$ cat src/rtl/ray_monitor_pkg.sv
// Purpose : shared FSM state encoding for the ray monitor.
// Contents: STATE_W (state width) and the four state constants.
package ray_monitor_pkg;

    localparam int unsigned STATE_W = 2;

    localparam logic [STATE_W-1:0] ST_IDLE    = 2'd0;
    localparam logic [STATE_W-1:0] ST_INSIDE  = 2'd1;
    localparam logic [STATE_W-1:0] ST_PENDING = 2'd2;
    localparam logic [STATE_W-1:0] ST_ALARM   = 2'd3;

endpackage

$ cat src/rtl/block_averager.sv
// Purpose : block average of 2^AVG_LOG2 accepted ray samples.
// Ports   : clk, reset (async active-low), r / r_valid / enable (sample in),
//           r_avg (latest truncated average), r_avg_valid (one-cycle pulse).
module block_averager #(
    parameter int unsigned RAY_WIDTH = 8,
    parameter int unsigned AVG_LOG2  = 4
) (
    input  logic                 clk,
    input  logic                 reset,
    input  logic [RAY_WIDTH-1:0] r,
    input  logic                 r_valid,
    input  logic                 enable,
    output logic [RAY_WIDTH-1:0] r_avg,
    output logic                 r_avg_valid
);

    localparam int unsigned ACC_W = RAY_WIDTH + AVG_LOG2;
    localparam int unsigned CNT_W = (AVG_LOG2 > 0) ? AVG_LOG2 : 1;
    localparam logic [CNT_W-1:0] CNT_LAST = CNT_W'((1 << AVG_LOG2) - 1);

    logic [ACC_W-1:0] r_acc;
    logic [CNT_W-1:0] r_cnt;
    logic             w_accept;
    logic             w_last;
    logic [ACC_W-1:0] w_sum;
    logic [ACC_W-1:0] w_avg_full;

    assign w_accept   = r_valid & enable;
    assign w_last     = (r_cnt == CNT_LAST);
    // Includes the current sample so the last one of a block is never lost.
    assign w_sum      = r_acc + ACC_W'(r);
    assign w_avg_full = w_sum >> AVG_LOG2;

    // Accumulate; on the last sample publish the average and restart the block.
    always_ff @(posedge clk or negedge reset) begin
        if (!reset) begin
            r_acc       <= '0;
            r_cnt       <= '0;
            r_avg       <= '0;
            r_avg_valid <= 1'b0;
        end else begin
            r_avg_valid <= 1'b0;
            if (!enable) begin
                // Disabled: drop the partial block, keep the last average.
                r_acc <= '0;
                r_cnt <= '0;
            end else if (w_accept) begin
                if (w_last) begin
                    r_avg       <= RAY_WIDTH'(w_avg_full);
                    r_avg_valid <= 1'b1;
                    r_acc       <= '0;
                    r_cnt       <= '0;
                end else begin
                    r_acc <= w_sum;
                    r_cnt <= r_cnt + CNT_W'(1);
                end
            end
        end
    end

endmodule

$ cat src/rtl/ray_monitor.sv
// Purpose : trap-escape monitor: block-averages ray magnitude, applies
//           hysteresis thresholds with debounce and raises a latched alarm.
// Ports   : clk, reset (async active-low); r, r_valid, enable; threshold_hi,
//           threshold_lo, debounce_count, clear_alarm; outputs r_avg,
//           r_avg_valid, alarm, state, peak.
// Config  : define RAY_MONITOR_PEAK_EN to build the peak-hold register;
//           otherwise peak is tied to 0.
module ray_monitor
    import ray_monitor_pkg::*;
#(
    parameter int unsigned RAY_WIDTH      = 8,
    parameter int unsigned RAY_FRAC_WIDTH = 4,
    parameter int unsigned AVG_LOG2       = 4,
    parameter int unsigned DEBOUNCE_WIDTH = 8
) (
    input  logic                      clk,
    input  logic                      reset,
    input  logic [RAY_WIDTH-1:0]      r,
    input  logic                      r_valid,
    input  logic                      enable,
    input  logic [RAY_WIDTH-1:0]      threshold_hi,
    input  logic [RAY_WIDTH-1:0]      threshold_lo,
    input  logic [DEBOUNCE_WIDTH-1:0] debounce_count,
    input  logic                      clear_alarm,
    output logic [RAY_WIDTH-1:0]      r_avg,
    output logic                      r_avg_valid,
    output logic                      alarm,
    output logic [STATE_W-1:0]        state,
    output logic [RAY_WIDTH-1:0]      peak
);

    // Fixed-point format is pass-through; only sanity-check it.
    if (RAY_FRAC_WIDTH > RAY_WIDTH) begin : g_frac_chk
        $error("RAY_FRAC_WIDTH exceeds RAY_WIDTH");
    end

    logic [STATE_W-1:0]        r_state;
    logic [STATE_W-1:0]        w_state_nxt;
    logic [DEBOUNCE_WIDTH-1:0] r_dbc;
    logic [DEBOUNCE_WIDTH-1:0] w_dbc_nxt;
    logic [DEBOUNCE_WIDTH-1:0] w_dbc_eff;
    logic [DEBOUNCE_WIDTH-1:0] w_dbc_inc;
    logic                      r_alarm;
    logic                      w_over;
    logic                      w_clear_ok;

    block_averager #(
        .RAY_WIDTH (RAY_WIDTH),
        .AVG_LOG2  (AVG_LOG2)
    ) u_avg (
        .clk         (clk),
        .reset       (reset),
        .r           (r),
        .r_valid     (r_valid),
        .enable      (enable),
        .r_avg       (r_avg),
        .r_avg_valid (r_avg_valid)
    );

    // A debounce of 0 is treated as 1.
    assign w_dbc_eff  = (debounce_count == '0) ? DEBOUNCE_WIDTH'(1) : debounce_count;
    assign w_dbc_inc  = r_dbc + DEBOUNCE_WIDTH'(1);
    // Equality with threshold_hi counts as inside.
    assign w_over     = (r_avg > threshold_hi);
    // Clear is judged against the average currently on the output.
    assign w_clear_ok = enable && (r_state == ST_ALARM) && clear_alarm
                        && (r_avg <= threshold_lo);

    // State, debounce counter and alarm registers.
    always_ff @(posedge clk or negedge reset) begin
        if (!reset) begin
            r_state <= ST_IDLE;
            r_dbc   <= '0;
            r_alarm <= 1'b0;
        end else begin
            r_state <= w_state_nxt;
            r_dbc   <= w_dbc_nxt;
            r_alarm <= (w_state_nxt == ST_ALARM);
        end
    end

    // Next-state logic; thresholds only act on a fresh average.
    always_comb begin
        w_state_nxt = r_state;
        w_dbc_nxt   = r_dbc;
        if (!enable) begin
            w_state_nxt = ST_IDLE;
            w_dbc_nxt   = '0;
        end else begin
            case (r_state)
                ST_IDLE: begin
                    w_state_nxt = ST_INSIDE;
                    w_dbc_nxt   = '0;
                end
                ST_INSIDE: begin
                    if (r_avg_valid && w_over) begin
                        w_dbc_nxt   = DEBOUNCE_WIDTH'(1);
                        w_state_nxt = (w_dbc_eff == DEBOUNCE_WIDTH'(1)) ? ST_ALARM : ST_PENDING;
                    end
                end
                ST_PENDING: begin
                    if (r_avg_valid) begin
                        if (w_over) begin
                            w_dbc_nxt = w_dbc_inc;
                            if (w_dbc_inc >= w_dbc_eff) begin
                                w_state_nxt = ST_ALARM;
                            end
                        end else begin
                            w_dbc_nxt   = '0;
                            w_state_nxt = ST_INSIDE;
                        end
                    end
                end
                ST_ALARM: begin
                    if (w_clear_ok) begin
                        w_state_nxt = ST_INSIDE;
                        w_dbc_nxt   = '0;
                    end
                end
                default: begin
                    w_state_nxt = ST_IDLE;
                    w_dbc_nxt   = '0;
                end
            endcase
        end
    end

    assign state = r_state;
    assign alarm = r_alarm;

`ifdef RAY_MONITOR_PEAK_EN
    logic [RAY_WIDTH-1:0] r_peak;
    logic                 w_accept;
    logic                 w_restart;

    assign w_accept  = r_valid & enable;
    // Fresh start on enable rising (IDLE with enable high) or an accepted clear.
    assign w_restart = ((r_state == ST_IDLE) && enable) || w_clear_ok;

    // Peak hold of accepted raw samples.
    always_ff @(posedge clk or negedge reset) begin
        if (!reset) begin
            r_peak <= '0;
        end else if (w_restart) begin
            r_peak <= w_accept ? r : '0;
        end else if (w_accept && (r > r_peak)) begin
            r_peak <= r;
        end
    end

    assign peak = r_peak;
`else
    assign peak = '0;
`endif

endmodule

$ cat config.mk
export PLATFORM = sky130hd
export DESIGN_NAME = ray_monitor
export DESIGN_NICKNAME = d
export VERILOG_FILES = /design/src/rtl/ray_monitor_pkg.sv /design/src/rtl/block_averager.sv /design/src/rtl/ray_monitor.sv
export SDC_FILE = /design/constraint.sdc
export NUM_CORES = 1
export LEC_CHECK = 0
export ABC_AREA = 1
export BUFFER_PORTS_ARGS = -buffer_cell sky130_fd_sc_hd__buf_2
export CAP_MARGIN = 15
export CORE_MARGIN = 1
export CORE_UTILIZATION = 30
export CTS_BUF_LIST = sky130_fd_sc_hd__clkbuf_8
export CTS_CLUSTER_SIZE = 30
export DETAILED_ROUTE_END_ITERATION = 12
export GPL_ROUTABILITY_DRIVEN = 1
export PLACE_DENSITY = 0.6
export SYNTH_ARGS = -nofsm -noshare
export SYNTH_HDL_FRONTEND = slang
export SYNTH_SLANG_ARGS = --single-unit
$ cat constraint.sdc
create_clock -name clk -period 3.8 [get_ports clk]
set_input_delay 0.57 -clock clk [delete_from_list [all_inputs] [get_ports clk]]
set_output_delay 0.57 -clock clk [all_outputs]
set_load 0.01 [all_outputs]
==> qor.yml, run 1 <==
antenna_found_initial: 0
path_cells: "nand3_2 -> nand3b_4 -> nand3b_4 -> xor2_1 -> clkinv_2 -> ha_1 -> nand2_1 -> inv_1 -> nor2_1 -> o21a_1 -> nand3_1 -> nand2_1 -> inv_1 -> nand2_1 -> nand3_1 -> nand2_1 -> a21oi_1"
yosysUniqueCellTypes: 39
hold_path_class: "in -> async"
drc: 0
dp_hpwl_mm: 4.97
cp_num_buf_inv: 3
status: "finished, final reports clean"
cts_resized: 0
core_area_sq_um: 9420
r2r-end: "alarm$_DFF_PN0_"
gr-total-overflow: 0
grt_pass1_vias: 2440
p_int_uw: 629
worst_slew_pin_slew_ns: 1.04
grt_pass1_wl_mm: 10.8
switching_share_pct: 31.2
p_sw_uw: 286
syn-instance-count: 383
synth_top_area_share_pct: 30.4
dr.pass1.iters: 4
cts.sinks: 36
numCtsBuffers: 5
timing.slew.headroom_pct: 30.3
p_seq_share_pct: 45.5
tns_ns: 0
final.min_clock_period_ns: 2.28
die_w_um: 101
vias_per_cell: 4.43
pwr-share-comb_pct: 23.3
hold_viol: 0
rr_worst_depth: 17
dpl-instance-area_sq_um: 3300
ir_worst_vdd_mv: 0.130
final_area_sq_um: 3390
cts_tree: "built"
dr_total_vias: 2495
drt_iter0_drc: 73
gp_congestion: 0.857
syn_area_per_cell_sq_um: 7.73
num_rows: 35
rsz0062_at_grt: "no"
fmax_mhz: 438
cp_slowest_cell: "dfrtp_1"
final_nets: 509
cts.reportedPaths.clkPinSlew_ns: 0.07
setup.worst_path.start_class: "flop"
drv_slew: 0
p_total_uw: 915
io_pins: 57
cpLargestDelayFamily: "simple AND/OR/NAND/NOR gates"
cp.required_ns: 3.98
cts_max_level: 2
cts_buffer_depth: 2
synth.yosys.seq_area_share_pct: 30.4
skew_ns: 0.00769
p_clk_share_pct: 31.2
grt_max_degree: 37
layout-drive-gt1-share_pct: 20.3
synth-edff-count: 0
yosys-top-cells-area: "dfrtp_1 (30%), ha_1 (16%), nand2_1 (13%), inv_1 (7.5%), nand3_1 (3.2%)"
worst-setup-path-type: "reg -> reg"
final_cells: 563
path_max_fanout: 5
antenna_cells: 0
max_cap_violations: 0
clk_latency_ns: 0.29
yosysTopAreaCell: "dfrtp_1"
ys_ff_latch: 36
async_flop_share_pct: 100
dp.cells: 555
area_growth_pct: 14.6
max_stage_delay_ns: 0.45
start_util_pct: 31.5
reg2reg_from: "r_dbc[0]$_DFFE_PN0P_"
dominantRegCellSynth: "dfrtp_1"
grt_use_total_pct: 13.2
yosysWarnings: 0
finalCritPeriodShare_pct: 60.1
setup_viol: 0
r2r_setup_slack_ns: 1.52
leakage_uw: 0.00198
cpMostUsedCell: "nand2_1"
routedWlPerCell_um: 10.9
cts_setup_buffers: 0
power_density_nw_per_um2: 270
syn_area_sq_um: 2960
endpoint_kind: "flop"
cts_root_buf: "clkbuf_8"
fp.dieH_um: 101
die_area_sq_um: 10300
ctsHoldBuffers: 0
final_antenna_net_count: 0
arrival_ns: 2.46
io_buffers: 48
wirelength_mm: 6.16
stage by stage:
stage | utilization [%] | hold slack [ns] | worst slack [ns]
after floorplan | - | 0.274 | 1.69
after global placement | 35.1 | 0.473 | 1.59
after detailed placement | 35.1 | 0.483 | 1.50
after CTS | 36.1 | 0.407 | 1.48
after global routing | 36.1 | 0.446 | 1.29
final | 36.1 | 0.375 | 1.52
layout by cell type, fill, tap and decap left out, drive strengths merged, types with 2 or more instances in the layout:
cell type | netlist | layout
o21a | 2 | 2
nand4 | 5 | 5
nand3 | 23 | 23
clkbuf | 0 | 6
ha | 38 | 38
nor2 | 23 | 23
inv | 61 | 62
buf | 12 | 48
conb | 1 | 8
o21ai | 29 | 29
nand2 | 113 | 113
a21oi | 13 | 13
xnor2 | 3 | 3
xor2 | 8 | 8
nand3b | 3 | 3
a22o | 3 | 3
dfrtp | 36 | 36
metal layers:
layer	vias up	track usage (%)	wire length [um]	part of all wire [%]
met4	0	5.35	148	2.4
met1	1127	16.1	2900	47
met2	47	23.0	2880	47
met5	-	0	0	0
met3	11	2.14	228	3.7
li1	1310	-	-	-
worst max path at each step:
stage	startpoint	end	slack, ns	cells after the start
after floorplan	r_dbc[2]$_DFFE_PN0P_	alarm$_DFF_PN0_	1.69	17
after global placement	r_dbc[0]$_DFFE_PN0P_	alarm$_DFF_PN0_	1.59	17
after detailed placement	r_dbc[0]$_DFFE_PN0P_	alarm$_DFF_PN0_	1.50	17
after CTS	r_dbc[0]$_DFFE_PN0P_	alarm$_DFF_PN0_	1.48	17
after global routing	r_dbc[0]$_DFFE_PN0P_	alarm$_DFF_PN0_	1.29	17
final	r_dbc[0]$_DFFE_PN0P_	alarm$_DFF_PN0_	1.52	17
registers in the layout, indices dropped and copies added (netlist names):
| register | flops |
|---|---|
| alarm | 1 |
| u_avg.r_avg | 8 |
| u_avg.r_cnt | 4 |
| u_avg.r_avg_valid | 1 |
| r_dbc | 8 |
| state | 2 |
| u_avg.r_acc | 12 |
power by group through the flow:
stage | Combinational, uW | Clock (uW) | Sequential [uW]
3_5_place_dp | 216 | 0 | 424
6_report | 213 | 285 | 417
5_1_grt | 251 | 310 | 420
3_3_place_gp | 210 | 0 | 423
2_1_floorplan | 158 | 0 | 422
4_1_cts | 217 | 295 | 417
cell type report:
| type | count | area [sq um] |
|---|---|---|
| fillers | 966 | 6020 |
| multi-input cells | 280 | 1760 |
| flip-flops and latches | 36 | 901 |
| repair buffers | 48 | 240 |
| inverters | 62 | 234 |
| well taps | 129 | 161 |
| clock buffers | 6 | 82.6 |
| clock inverters | 2 | 11.3 |
cell usage after synthesis (4+ instances only):
cell type,number
ha_1,38
nand4_1,4
nand2_1,106
nand2_2,7
dfrtp_1,36
nor2_1,19
nand3_1,19
a21oi_1,12
inv_1,59
o21ai_1,7
o21ai_0,12
o21ai_2,10
buf_4,9
xor2_1,8
kinds of logic after synthesis:
| group | synth area share (%) |
|---|---|
| XOR/XNOR | 3.25 |
| adder cells (fa/ha/maj) | 16.7 |
| flip-flops | 30.4 |
| buffers and inverters | 10.9 |
| AND/OR/NAND/NOR | 26.7 |
| other | 0.127 |
| AO/OA/AOI/OAI | 11.8 |
Note: power is estimated with default switching activity, not from simulation.
==> run 2, diff against run 1 <==
--- a/config.mk
+++ b/config.mk
@@ -14,7 +14,7 @@
 export CTS_CLUSTER_SIZE = 30
 export DETAILED_ROUTE_END_ITERATION = 12
 export GPL_ROUTABILITY_DRIVEN = 1
-export PLACE_DENSITY = 0.6
+export PLACE_DENSITY = 0.61
 export SYNTH_ARGS = -nofsm -noshare
 export SYNTH_HDL_FRONTEND = slang
 export SYNTH_SLANG_ARGS = --single-unit
==> constraint.sdc (replaced) <==
create_clock -name clk -period 1.9 [get_ports clk]
set_input_delay 0.285 -clock clk [delete_from_list [all_inputs] [get_ports clk]]
set_output_delay 0.285 -clock clk [all_outputs]
set_load 0.01 [all_outputs]
==> run 2 against run 1 <==
Clock power rose by 130%. Global-route usage decreased by 0.086 points. Critical path depth fell by 2. Core utilization up 3.0 points. Highest routed layer unchanged. Total power grew 110%. Register-to-register slack lost 1.7 ns. Die area unchanged. The flow now finishes with violations (setup timing).
==> qor.yml, run 2 (synthesized netlist as in run 1, its figures left out) <==
vias_per_cell: 4.39  # -0.90%
fp.dieH_um: 101  # unchanged
max_stage_delay_ns: 0.39  # -0.06 ns
rsz0062_at_grt: "yes"
setup_viol: 5  # +5
filler_cell_count: 975  # +0.93%
max_cap_violations: 0  # unchanged
r2r_setup_slack_ns: -0.22  # -1.73 ns
r2r-end: "alarm$_DFF_PN0_"
fmax_mhz: 472  # +7.8%
io_pins: 57  # unchanged
final_common_cell: "nand2_1"
largestRegisters: "u_avg.r_acc: 12 flops, r_dbc: 8 flops, u_avg.r_avg: 8 flops"
start_util_pct: 31.5  # unchanged
gr-total-overflow: 0  # unchanged
ctsHoldBuffers: 0  # unchanged
wirelength_mm: 6.49  # +5.4%
final_area_sq_um: 3680  # +8.4%
final_util_pct: 39.1  # +3.0 points
path_cells: "nand3_2 -> nand3b_4 -> buf_4 -> xor2_1 -> inv_1 -> ha_1 -> a21oi_1 -> o21a_1 -> nand3_1 -> nand2_1 -> inv_1 -> nand2_1 -> nand3_1 -> nand2_1 -> a21oi_1"
regMostFlops: "u_avg.r_acc"
dr.pass1.iters: 4  # unchanged
path_max_fanout: 3  # -2
cp.required_ns: 2.08  # -1.90 ns
endpoint_kind: "flop"
skew_ns: 0.00243  # -0.00526 ns
core_area_sq_um: 9420  # unchanged
grt_use_total_pct: 13.1  # -0.086 points
cp_slowest_cell: "dfrtp_1"
cts_max_level: 2  # unchanged
violations: "setup timing"
final_antenna_net_count: 0  # unchanged
largest_reg_flops: 12  # unchanged
final_cell_mix: "nand2_1 (105), inv_1 (59), buf_2 (48)"
cpMostUsedCell: "nand2_1"
grt_pass1_vias: 2473  # +1.4%
leakage_uw: 0.00213  # +7.8%
hold_viol: 0  # unchanged
dpl-instance-area_sq_um: 3490  # +5.6%
io_buffers: 48  # unchanged
layout-drive-gt1-share_pct: 27.3  # +7.1 points
grt_pass1_wl_mm: 10.8  # -0.26%
p_total_uw: 1960  # +110%
cts.sinks: 36  # unchanged
tns_ns: -0.604  # -0.604 ns
num_rows: 35  # unchanged
dr_total_vias: 2591  # +3.8%
arrival_ns: 2.29  # -0.17 ns
reg2reg_from: "r_dbc[1]$_DFFE_PN0P_"
area_growth_pct: 24.3
cts_root_buf: "clkbuf_8"
finalCritPeriodShare_pct: 111  # +51 points
setup_ws_ns: -0.217  # -1.73 ns
die_w_um: 101  # unchanged
power_density_nw_per_um2: 531  # +97%
cts_tree: "built"
final_nets: 536  # +5.3%
grt_max_degree: 37  # unchanged
antenna_cells: 0  # unchanged
gp_congestion: 0.862  # +0.56%
dp_slack_ns: -0.248  # -1.75 ns
worst-setup-path-type: "reg -> reg"
antenna_found_initial: 0  # unchanged
cts.reportedPaths.clkPinSlew_ns: 0.07  # about the same
setup.worst_path.start_class: "flop"
clk_latency_ns: 0.29  # about the same
status: "finished, violations left"
ir_worst_vdd_mv: 0.249  # +91%
dp_hpwl_mm: 5.08  # +2.2%
die_area_sq_um: 10300  # unchanged
drt_iter0_drc: 69  # -5.5%
rr_worst_depth: 15  # -2
final.min_clock_period_ns: 2.12  # -0.166 ns
numCtsBuffers: 5  # unchanged
cts_buffer_depth: 2  # unchanged
drc: 0  # unchanged
routedWlPerCell_um: 11.0  # +0.58%
drv_slew: 0  # unchanged
hold_path_class: "in -> async"
-- run 2: changes by cell type in the layout (fill, tap and decap cells not counted), moves of 2 or more --
| cell | delta |
|---|---|
| buf_4 | +26 |
| ha_1 | -3 |
| ha_4 | +2 |
| nand3_1 | -2 |
| nand3_2 | +2 |
| nor2_1 | -2 |
| nor2_2 | +2 |
-- run 2: worst max-delay path by stage --
stage,depth (start not counted),slack (ns),from,end
after floorplan,17,-0.16,r_dbc[0]$_DFFE_PN0P_,alarm$_DFF_PN0_
after global placement,17,-0.19,r_dbc[0]$_DFFE_PN0P_,alarm$_DFF_PN0_
after detailed placement,17,-0.25,r_dbc[0]$_DFFE_PN0P_,alarm$_DFF_PN0_
after CTS,15,-0.19,r_dbc[1]$_DFFE_PN0P_,alarm$_DFF_PN0_
after global routing,15,-0.44,r_dbc[1]$_DFFE_PN0P_,alarm$_DFF_PN0_
final,15,-0.22,r_dbc[1]$_DFFE_PN0P_,alarm$_DFF_PN0_
-- run 2: layout make-up --
type | instances | area [sq um] | area share (%)
multi-input cells | 281 | 1840 | 49.9
flip-flops and latches | 36 | 901 | 24.5
repair buffers | 74 | 435 | 11.8
inverters | 62 | 234 | 6.36
well taps | 129 | 161 | 4.38
clock buffers | 5 | 68.8 | 1.87
clock inverters | 3 | 42.5 | 1.16
-- run 2: through the flow --
stage                     instances  hold WS (ns)
after detailed placement        578         0.366
after floorplan                 390       -0.0106
after global placement          578         0.365
final                           590        0.0300
after global routing            590        0.0608
after CTS                       587        0.0499
-- run 2: worst max-delay path, delay by kind of cell (launching register included) --
kind	cells	cell delay (ns)
adder cells (fa/ha/maj)	1	0.31
XOR/XNOR	1	0.13
buffers and inverters	3	0.24
flip-flops	1	0.39
AO/OA/AOI/OAI	3	0.36
AND/OR/NAND/NOR	7	0.58
-- run 2: power by group --
part | leakage, uW | internal [uW] | switching [uW]
logic | 0.00159 | 184 | 271
registers | 0.000490 | 802 | 30.5
clock network | 0.0000541 | 388 | 281
total | 0.00213 | 1370 | 583
-- run 2: routing by layer --
layer / share of wire [%] / global-route usage, % / up-vias
met5: 0 / 0 / -
met4: 1.7 / 5.13 / 0
met3: 2.8 / 1.66 / 6
met2: 48 / 22.6 / 42
met1: 47 / 16.7 / 1184
li1: - / - / 1359
-- run 2: timing repair --
action / in CTS / in global routing
setup endpoints to repair: 4 / 15
resized for setup: 2 / 8
pin swaps: 5 / 7
gates cloned: 0 / 1
setup buffers: 1 / 2
